**src/rtl/bird_pkg.sv**
```systemverilog
// Shared definitions for the bird kinematics engine: FSM encoding, game-state
// codes, screen geometry and the tilt lookup used when BIRD_TILT_EN is defined.
package bird_pkg;

  // Bird life-cycle states
  typedef enum logic [1:0] {
    S_IDLE  = 2'd0,
    S_FLY   = 2'd1,
    S_DYING = 2'd2,
    S_DEAD  = 2'd3
  } bird_state_e;

  // Game controller state codes; codes 2 and 3 both mean "game over / freeze"
  localparam logic [1:0] ST_READY = 2'd0;
  localparam logic [1:0] ST_PLAY  = 2'd1;

  // Screen geometry shared with the pipe and VGA blocks (y up-positive)
  localparam int SCREEN_W = 640;
  localparam int SCREEN_H = 480;
  localparam int GROUND_Y = 0;

  // Sprite angle used whenever the bird is level or tilting is disabled
  localparam logic [2:0] TILT_LEVEL = 3'd3;

  // Both "over" codes share the top bit, so one bit decides the freeze
  function automatic logic is_freeze(input logic [1:0] st);
    return st[1];
  endfunction

  // Velocity (pixels/tick, positive = up) to sprite angle index
  function automatic logic [2:0] tilt_of(input int v);
    if (v >= 12)       return 3'd0;
    else if (v >= 6)   return 3'd1;
    else if (v >= 1)   return 3'd2;
    else if (v == 0)   return 3'd3;
    else if (v >= -5)  return 3'd4;
    else if (v >= -11) return 3'd5;
    else if (v >= -23) return 3'd6;
    else               return 3'd7;
  endfunction

endpackage

```
**src/rtl/bird_integrator.sv**
```systemverilog
// Combinational one-tick physics step: saturating velocity update (or flap
// impulse), signed position add and ceiling/ground clamp.
module bird_integrator
  import bird_pkg::*;
#(
  parameter int POS_W    = 9,
  parameter int VEL_W    = 6,
  parameter int Y_MAX    = 479,
  parameter int FLAP_VEL = 20,
  parameter int GRAVITY  = 1,
  parameter int VMAX     = 31
) (
  input  logic        [POS_W-1:0] pos_i,
  input  logic signed [VEL_W-1:0] vel_i,
  input  logic                    flap_i,
  output logic        [POS_W-1:0] pos_o,
  output logic signed [VEL_W-1:0] vel_o,
  output logic                    ground_o
);

  // One extra velocity bit so the gravity subtraction cannot wrap before the clamp
  localparam logic signed [VEL_W:0]   GRAV_W = (VEL_W+1)'(GRAVITY);
  localparam logic signed [VEL_W:0]   VMIN_W = (VEL_W+1)'(-VMAX);
  localparam logic signed [VEL_W-1:0] FLAP_W = VEL_W'(FLAP_VEL);
  // Two extra position bits hold both the overshoot above Y_MAX and negatives
  localparam logic signed [POS_W+1:0] YMAX_W = (POS_W+2)'(Y_MAX);
  localparam logic signed [POS_W+1:0] ZERO_W = '0;

  logic signed [VEL_W:0]   vel_dec;
  logic signed [VEL_W-1:0] vel_grav;
  logic signed [VEL_W-1:0] vel_new;
  logic signed [POS_W+1:0] pos_ext;
  logic signed [POS_W+1:0] vel_ext;
  logic signed [POS_W+1:0] y_sum;

  // Velocity update, then position add, then clamp against ceiling and ground
  always_comb begin
    vel_dec  = {vel_i[VEL_W-1], vel_i} - GRAV_W;
    vel_grav = (vel_dec < VMIN_W) ? VMIN_W[VEL_W-1:0] : vel_dec[VEL_W-1:0];
    vel_new  = flap_i ? FLAP_W : vel_grav;

    pos_ext  = {2'b00, pos_i};
    vel_ext  = {{(POS_W+2-VEL_W){vel_new[VEL_W-1]}}, vel_new};
    y_sum    = pos_ext + vel_ext;

    pos_o    = y_sum[POS_W-1:0];
    vel_o    = vel_new;
    ground_o = 1'b0;
    if (y_sum >= YMAX_W) begin
      pos_o = YMAX_W[POS_W-1:0];
      vel_o = '0;
    end else if (y_sum <= ZERO_W) begin
      pos_o    = '0;
      vel_o    = '0;
      ground_o = 1'b1;
    end
  end

endmodule

```
**src/rtl/bird_motion.sv**
```systemverilog
// Bird kinematics engine: flap edge capture, life-cycle FSM and registered
// position/velocity/tilt outputs. Physics advances only on tick.
// Optional feature macro BIRD_TILT_EN: when defined, tilt follows velocity
// (forced fully nose-down while dying); otherwise tilt is tied level.
module bird_motion
  import bird_pkg::*;
#(
  parameter int POS_W    = 9,
  parameter int VEL_W    = 6,
  parameter int Y_INIT   = 240,
  parameter int Y_MAX    = 479,
  parameter int FLAP_VEL = 20,
  parameter int GRAVITY  = 1,
  parameter int VMAX     = 31
) (
  input  logic                    clk,
  input  logic                    rst_n,
  input  logic                    tick,
  input  logic                    up_button,
  input  logic [1:0]              state,
  input  logic                    pipe_hit,
  output logic [POS_W-1:0]        V_pos,
  output logic signed [VEL_W-1:0] velocity,
  output logic [2:0]              tilt,
  output logic                    isDead
);

  localparam logic [POS_W-1:0] Y_INIT_W = POS_W'(Y_INIT);

  bird_state_e             fsm_q, fsm_d;
  logic [POS_W-1:0]        pos_q, pos_d;
  logic signed [VEL_W-1:0] vel_q, vel_d;
  logic                    flap_pend_q, flap_pend_d;
  logic                    dead_q, dead_d;
  logic                    btn_q;

  logic                    btn_rise;
  logic                    freeze;
  logic                    consume;
  logic                    integ_flap;
  logic [POS_W-1:0]        integ_pos;
  logic signed [VEL_W-1:0] integ_vel;
  logic                    integ_ground;

  assign btn_rise   = up_button & ~btn_q;
  assign freeze     = is_freeze(state);
  // A flap only counts while flying and is discarded on the tick of a pipe hit
  assign integ_flap = (fsm_q == S_FLY) && flap_pend_q && !pipe_hit;

  bird_integrator #(
    .POS_W    (POS_W),
    .VEL_W    (VEL_W),
    .Y_MAX    (Y_MAX),
    .FLAP_VEL (FLAP_VEL),
    .GRAVITY  (GRAVITY),
    .VMAX     (VMAX)
  ) u_integrator (
    .pos_i    (pos_q),
    .vel_i    (vel_q),
    .flap_i   (integ_flap),
    .pos_o    (integ_pos),
    .vel_o    (integ_vel),
    .ground_o (integ_ground)
  );

  // Next-state and physics decode; a state change on a clk takes priority over tick
  always_comb begin
    fsm_d   = fsm_q;
    pos_d   = pos_q;
    vel_d   = vel_q;
    consume = 1'b0;
    unique case (fsm_q)
      S_IDLE: begin
        pos_d = Y_INIT_W;
        vel_d = '0;
        if (state == ST_PLAY) fsm_d = S_FLY;
      end
      S_FLY: begin
        if (state == ST_READY) begin
          fsm_d = S_IDLE;
          pos_d = Y_INIT_W;
          vel_d = '0;
        end else if (!freeze && tick) begin
          consume = 1'b1;
          if (pipe_hit) begin
            // Hit stops the bird in place unless this tick also lands it
            vel_d = '0;
            if (integ_ground) begin
              pos_d = '0;
              fsm_d = S_DEAD;
            end else begin
              fsm_d = S_DYING;
            end
          end else begin
            pos_d = integ_pos;
            vel_d = integ_vel;
            if (integ_ground) fsm_d = S_DEAD;
          end
        end
      end
      S_DYING: begin
        if (state == ST_READY) begin
          fsm_d = S_IDLE;
          pos_d = Y_INIT_W;
          vel_d = '0;
        end else if (!freeze && tick) begin
          pos_d = integ_pos;
          vel_d = integ_vel;
          if (integ_ground) fsm_d = S_DEAD;
        end
      end
      S_DEAD: begin
        if (state == ST_READY) begin
          fsm_d = S_IDLE;
          pos_d = Y_INIT_W;
          vel_d = '0;
        end
      end
      default: fsm_d = S_IDLE;
    endcase
  end

  // Flap bookkeeping: a pending flap survives until a physics tick uses it
  always_comb begin
    if (fsm_q != S_FLY) flap_pend_d = 1'b0;
    else                flap_pend_d = (flap_pend_q & ~consume) | btn_rise;
    dead_d = (fsm_q == S_DEAD) && (fsm_d == S_DEAD);
  end

  // State, physics and edge-capture registers
  always_ff @(posedge clk or negedge rst_n) begin
    if (!rst_n) begin
      fsm_q       <= S_IDLE;
      pos_q       <= Y_INIT_W;
      vel_q       <= '0;
      flap_pend_q <= 1'b0;
      dead_q      <= 1'b0;
      btn_q       <= 1'b0;
    end else begin
      fsm_q       <= fsm_d;
      pos_q       <= pos_d;
      vel_q       <= vel_d;
      flap_pend_q <= flap_pend_d;
      dead_q      <= dead_d;
      btn_q       <= up_button;
    end
  end

`ifdef BIRD_TILT_EN
  logic [2:0] tilt_q, tilt_d;

  // Sprite angle tracks the velocity being loaded; dying is always nose-down
  always_comb begin
    tilt_d = tilt_of(int'(vel_d));
    if (fsm_d == S_DYING) tilt_d = 3'd7;
  end

  // Tilt register
  always_ff @(posedge clk or negedge rst_n) begin
    if (!rst_n) tilt_q <= TILT_LEVEL;
    else        tilt_q <= tilt_d;
  end

  assign tilt = tilt_q;
`else
  assign tilt = TILT_LEVEL;
`endif

  assign V_pos    = pos_q;
  assign velocity = vel_q;
  assign isDead   = dead_q;

endmodule

```
**config.mk**
```make
export PLATFORM = sky130hd
export DESIGN_NAME = bird_motion
export DESIGN_NICKNAME = d
export VERILOG_FILES = /design/src/rtl/bird_pkg.sv /design/src/rtl/bird_integrator.sv /design/src/rtl/bird_motion.sv
export SDC_FILE = /design/constraint.sdc
export NUM_CORES = 1
export LEC_CHECK = 0
export ABC_CLOCK_PERIOD_IN_PS = 5390
export CORE_UTILIZATION = 35
export CTS_CLUSTER_DIAMETER = 40
export DETAILED_ROUTE_END_ITERATION = 7
export PLACE_DENSITY_LB_ADDON = 0.1
export SYNTH_ARGS = -nofsm -noshare
export SYNTH_HDL_FRONTEND = slang
export SYNTH_SLANG_ARGS = --single-unit
```
**constraint.sdc**
```tcl
create_clock -name clk -period 5.39 [get_ports clk]
set_clock_uncertainty 0.15 [all_clocks]
set_input_delay 1.078 -clock clk [delete_from_list [all_inputs] [get_ports clk]]
set_output_delay 1.078 -clock clk [all_outputs]
set_load 0.1 [all_outputs]
```
==> flow_summary.json <==
{
  "timing.hold.worst_path_depth": 2,
  "rows": 27,
  "netlist.area_leader.share_pct": 20.1,
  "fin_ws_ns": 0.479,
  "worst_setup_path_end_kind": "register",
  "clk_root_buffer_cell": "clkbuf_8",
  "ys_warn_count": 0,
  "syn_to_final_growth_pct": 16.2,
  "path_clk_slew_ns": 0.08,
  "crit_buf_inv": 2,
  "async_flop_share_pct": 100,
  "fin_setup_tns_ns": 0,
  "wl_per_cell_um": 15.1,
  "chipHeight_um": 77.4,
  "tightest_slew_ns": 0.971,
  "wl_mm": 5.10,
  "max-cap-violations": 0,
  "hold_viol": 0,
  "cts_tree": "built",
  "grt_max_degree": 21,
  "dieArea_mm2": 0.00599,
  "vias": 1842,
  "drv_slew": 0,
  "drt-initial-drc-count": 96,
  "synth_area_mm2": 0.00199,
  "cts_resized": 0,
  "h-tree-depth": 1,
  "period_needed_ns": 4.91,
  "synth.most_common_cell": "nand2_1",
  "status": "finished, final reports clean",
  "setup_violations": 0,
  "synth_seq_cells": 20,
  "crit_family": "simple AND/OR/NAND/NOR gates",
  "fp.coreArea_mm2": 0.00551,
  "regToRegSetupSlack_ns": 0.48,
  "place_ws_ns": 0.286,
  "initial_core_util_pct": 36.1,
  "path_depth": 18,
  "cpPeakStageDelay_ns": 0.56,
  "post-cts-setup-buffers": 0,
  "grt_antenna_before_repair": 0,
  "worst_r2r_endpoint": "velocity[5]",
  "crit_start": "velocity[0]",
  "crit_fanout": 10,
  "syn_area_per_cell_um2": 8.05,
  "min_to": "V_pos[5]",
  "clk_latency_ns": 0.26,
  "synth_edf_count": 0,
  "r2r_start": "velocity[0]",
  "min_from": "V_pos[5]",
  "die_x_um": 77.4,
  "synth.distinct_cells": 64,
  "cp_cell_sequence": "inv_1, ha_1, mux2i_1, a221oi_1, o22ai_1, nor3b_1, o21a_1, ha_1, inv_1, fa_1, nand2b_2, a21oi_2, o41a_1, nor4_2, or4_1, a211o_1, nand2_1, o32ai_1",
  "via_per_inst": 5.47,
  "drtPass1Iterations": 5,
  "critPathKind": "reg -> reg",
  "cp_slowest_cell": "or4_1",
  "gp_congestion": 0.881,
  "synthFlopType": "dfrtp_1",
  "synth_area_leaders": "dfrtp_1 (20%), ha_1 (7.6%), dfstp_2 (5.3%)",
  "synth.top_cells.by_count": "nand2_1 (21), o21ai_0 (17), a21oi_1 (16), dfrtp_1 (16), nor2_1 (14)",
  "finalCritPeriodShare_pct": 91.1,
  "grt_pass1_vias": 1770,
  "grt_pass1_wl_mm": 8.65,
  "drc": 0,
  "drtAntennaViolNets": 0,
  "min-delay-path-class": "reg -> reg",
  "fill_cells": 567,
  "seq_area_frac_synth_pct": 25.4,
  "holdBufCountCts": 0,
  "drive_gt1_share_pct": 9.43,
  "max_freq_ghz": 0.204,
  "cp-start-kind": "register",
  "multi_input_area_mm2": 0.00138,
  "io_buffers": 22,
  "synth_cells": 247,
  "crit_required_ns": 5.37,
  "seq_area_um2": 505,
  "num-nets-final": 286,
  "synth_top_area_cell": "dfrtp_1",
  "cts_buffers": 3,
  "antenna_cells": 0,
  "boundaryPins": 26,
  "dp_hpwl_mm": 4.01,
  "worstRegToRegCells": 18,
  "overflow": 0,
  "rsz0062_at_grt": "no",
  "clockBufferDepth": 2,
  "track_usage_pct": 18.0,
  "arrival_ns": 4.89,
  "relSlewSlack_pct": 35.0,
  "cts.sinks": 20
}
-- final cells by class --
cell class                      instances  area share, %
Multi-Input combinational cell        205           59.6
Sequential cell                        20           21.9
Timing Repair Buffer                   24           10.2
Tap cell                               72           3.90
Clock buffer                            4           2.38
Inverter                               12           2.06
-- flip-flops by register name, indices dropped and copies added, names as in the netlist --
| signal | flops |
|---|---|
| V_pos | 9 |
| isDead | 1 |
| flap_pend_q | 1 |
| velocity | 6 |
| btn_q | 1 |
| fsm_q | 2 |
-- kinds of logic (layout without fill, tap and decap cells) --
group | after synthesis | after routing | synth area share [%]
flops | 20 | 20 | 25.4
compound gates | 82 | 82 | 28.9
mux | 3 | 3 | 1.57
other cells | 2 | 3 | 0.378
fa+ha+maj | 14 | 14 | 9.06
simple gates | 95 | 95 | 25.6
xor+xnor | 8 | 8 | 3.52
buf+inv | 23 | 40 | 5.54
-- worst max-delay path by stage --
stage / to / slack (ns)
global placement: velocity[5] / 0.37
detailed placement: V_pos[8] / 0.29
CTS: V_pos[8] / 0.50
floorplan: velocity[5] / 0.19
global route: velocity[4] / 0.16
finish: velocity[5] / 0.48
-- cell usage in the layout (no fill, tap or decap), drive strengths merged, types with 7 or more instances in the layout --
| master | n |
|---|---|
| ha | 12 |
| clkdlybuf4s50 | 22 |
| inv | 12 |
| nor2b | 7 |
| a21oi | 17 |
| nor3 | 12 |
| nand3 | 12 |
| nor2 | 15 |
| dfrtp | 16 |
| nand2 | 21 |
| o21a | 11 |
| o21ai | 17 |
-- per-stage QoR --
step / cells / hold slack (ns) / instance area [um2] / util [%]
after floorplan: 248 / 0.368 / 1990 / -
after global placement: 333 / 0.388 / 2250 / 40.9
after detailed placement: 333 / 0.383 / 2250 / 40.9
after CTS: 337 / 0.403 / 2310 / 41.9
after global routing: 337 / 0.429 / 2310 / 41.9
final: 337 / 0.393 / 2310 / 41.9
-- worst reg2reg max path: cells and delay by family, from the launching register on --
family	cells	cell delay, ns
AO/OA/AOI/OAI	7	1.44
adder cells (fa/ha/maj)	3	0.90
AND/OR/NAND/NOR	5	1.46
buffers and inverters	2	0.18
flip-flops	1	0.43
multiplexers	1	0.21
-- layer usage --
layer	track usage, %	vias to the layer above	wire length (um)
met2	27.0	39	2220
met3	3.06	4	161
met4	3.77	0	53
li1	-	952	-
met5	0	-	0
met1	26.8	847	2660
Power is not shown: default switching activity piles up to over one toggle a cycle in this logic, so the estimate is an artifact.
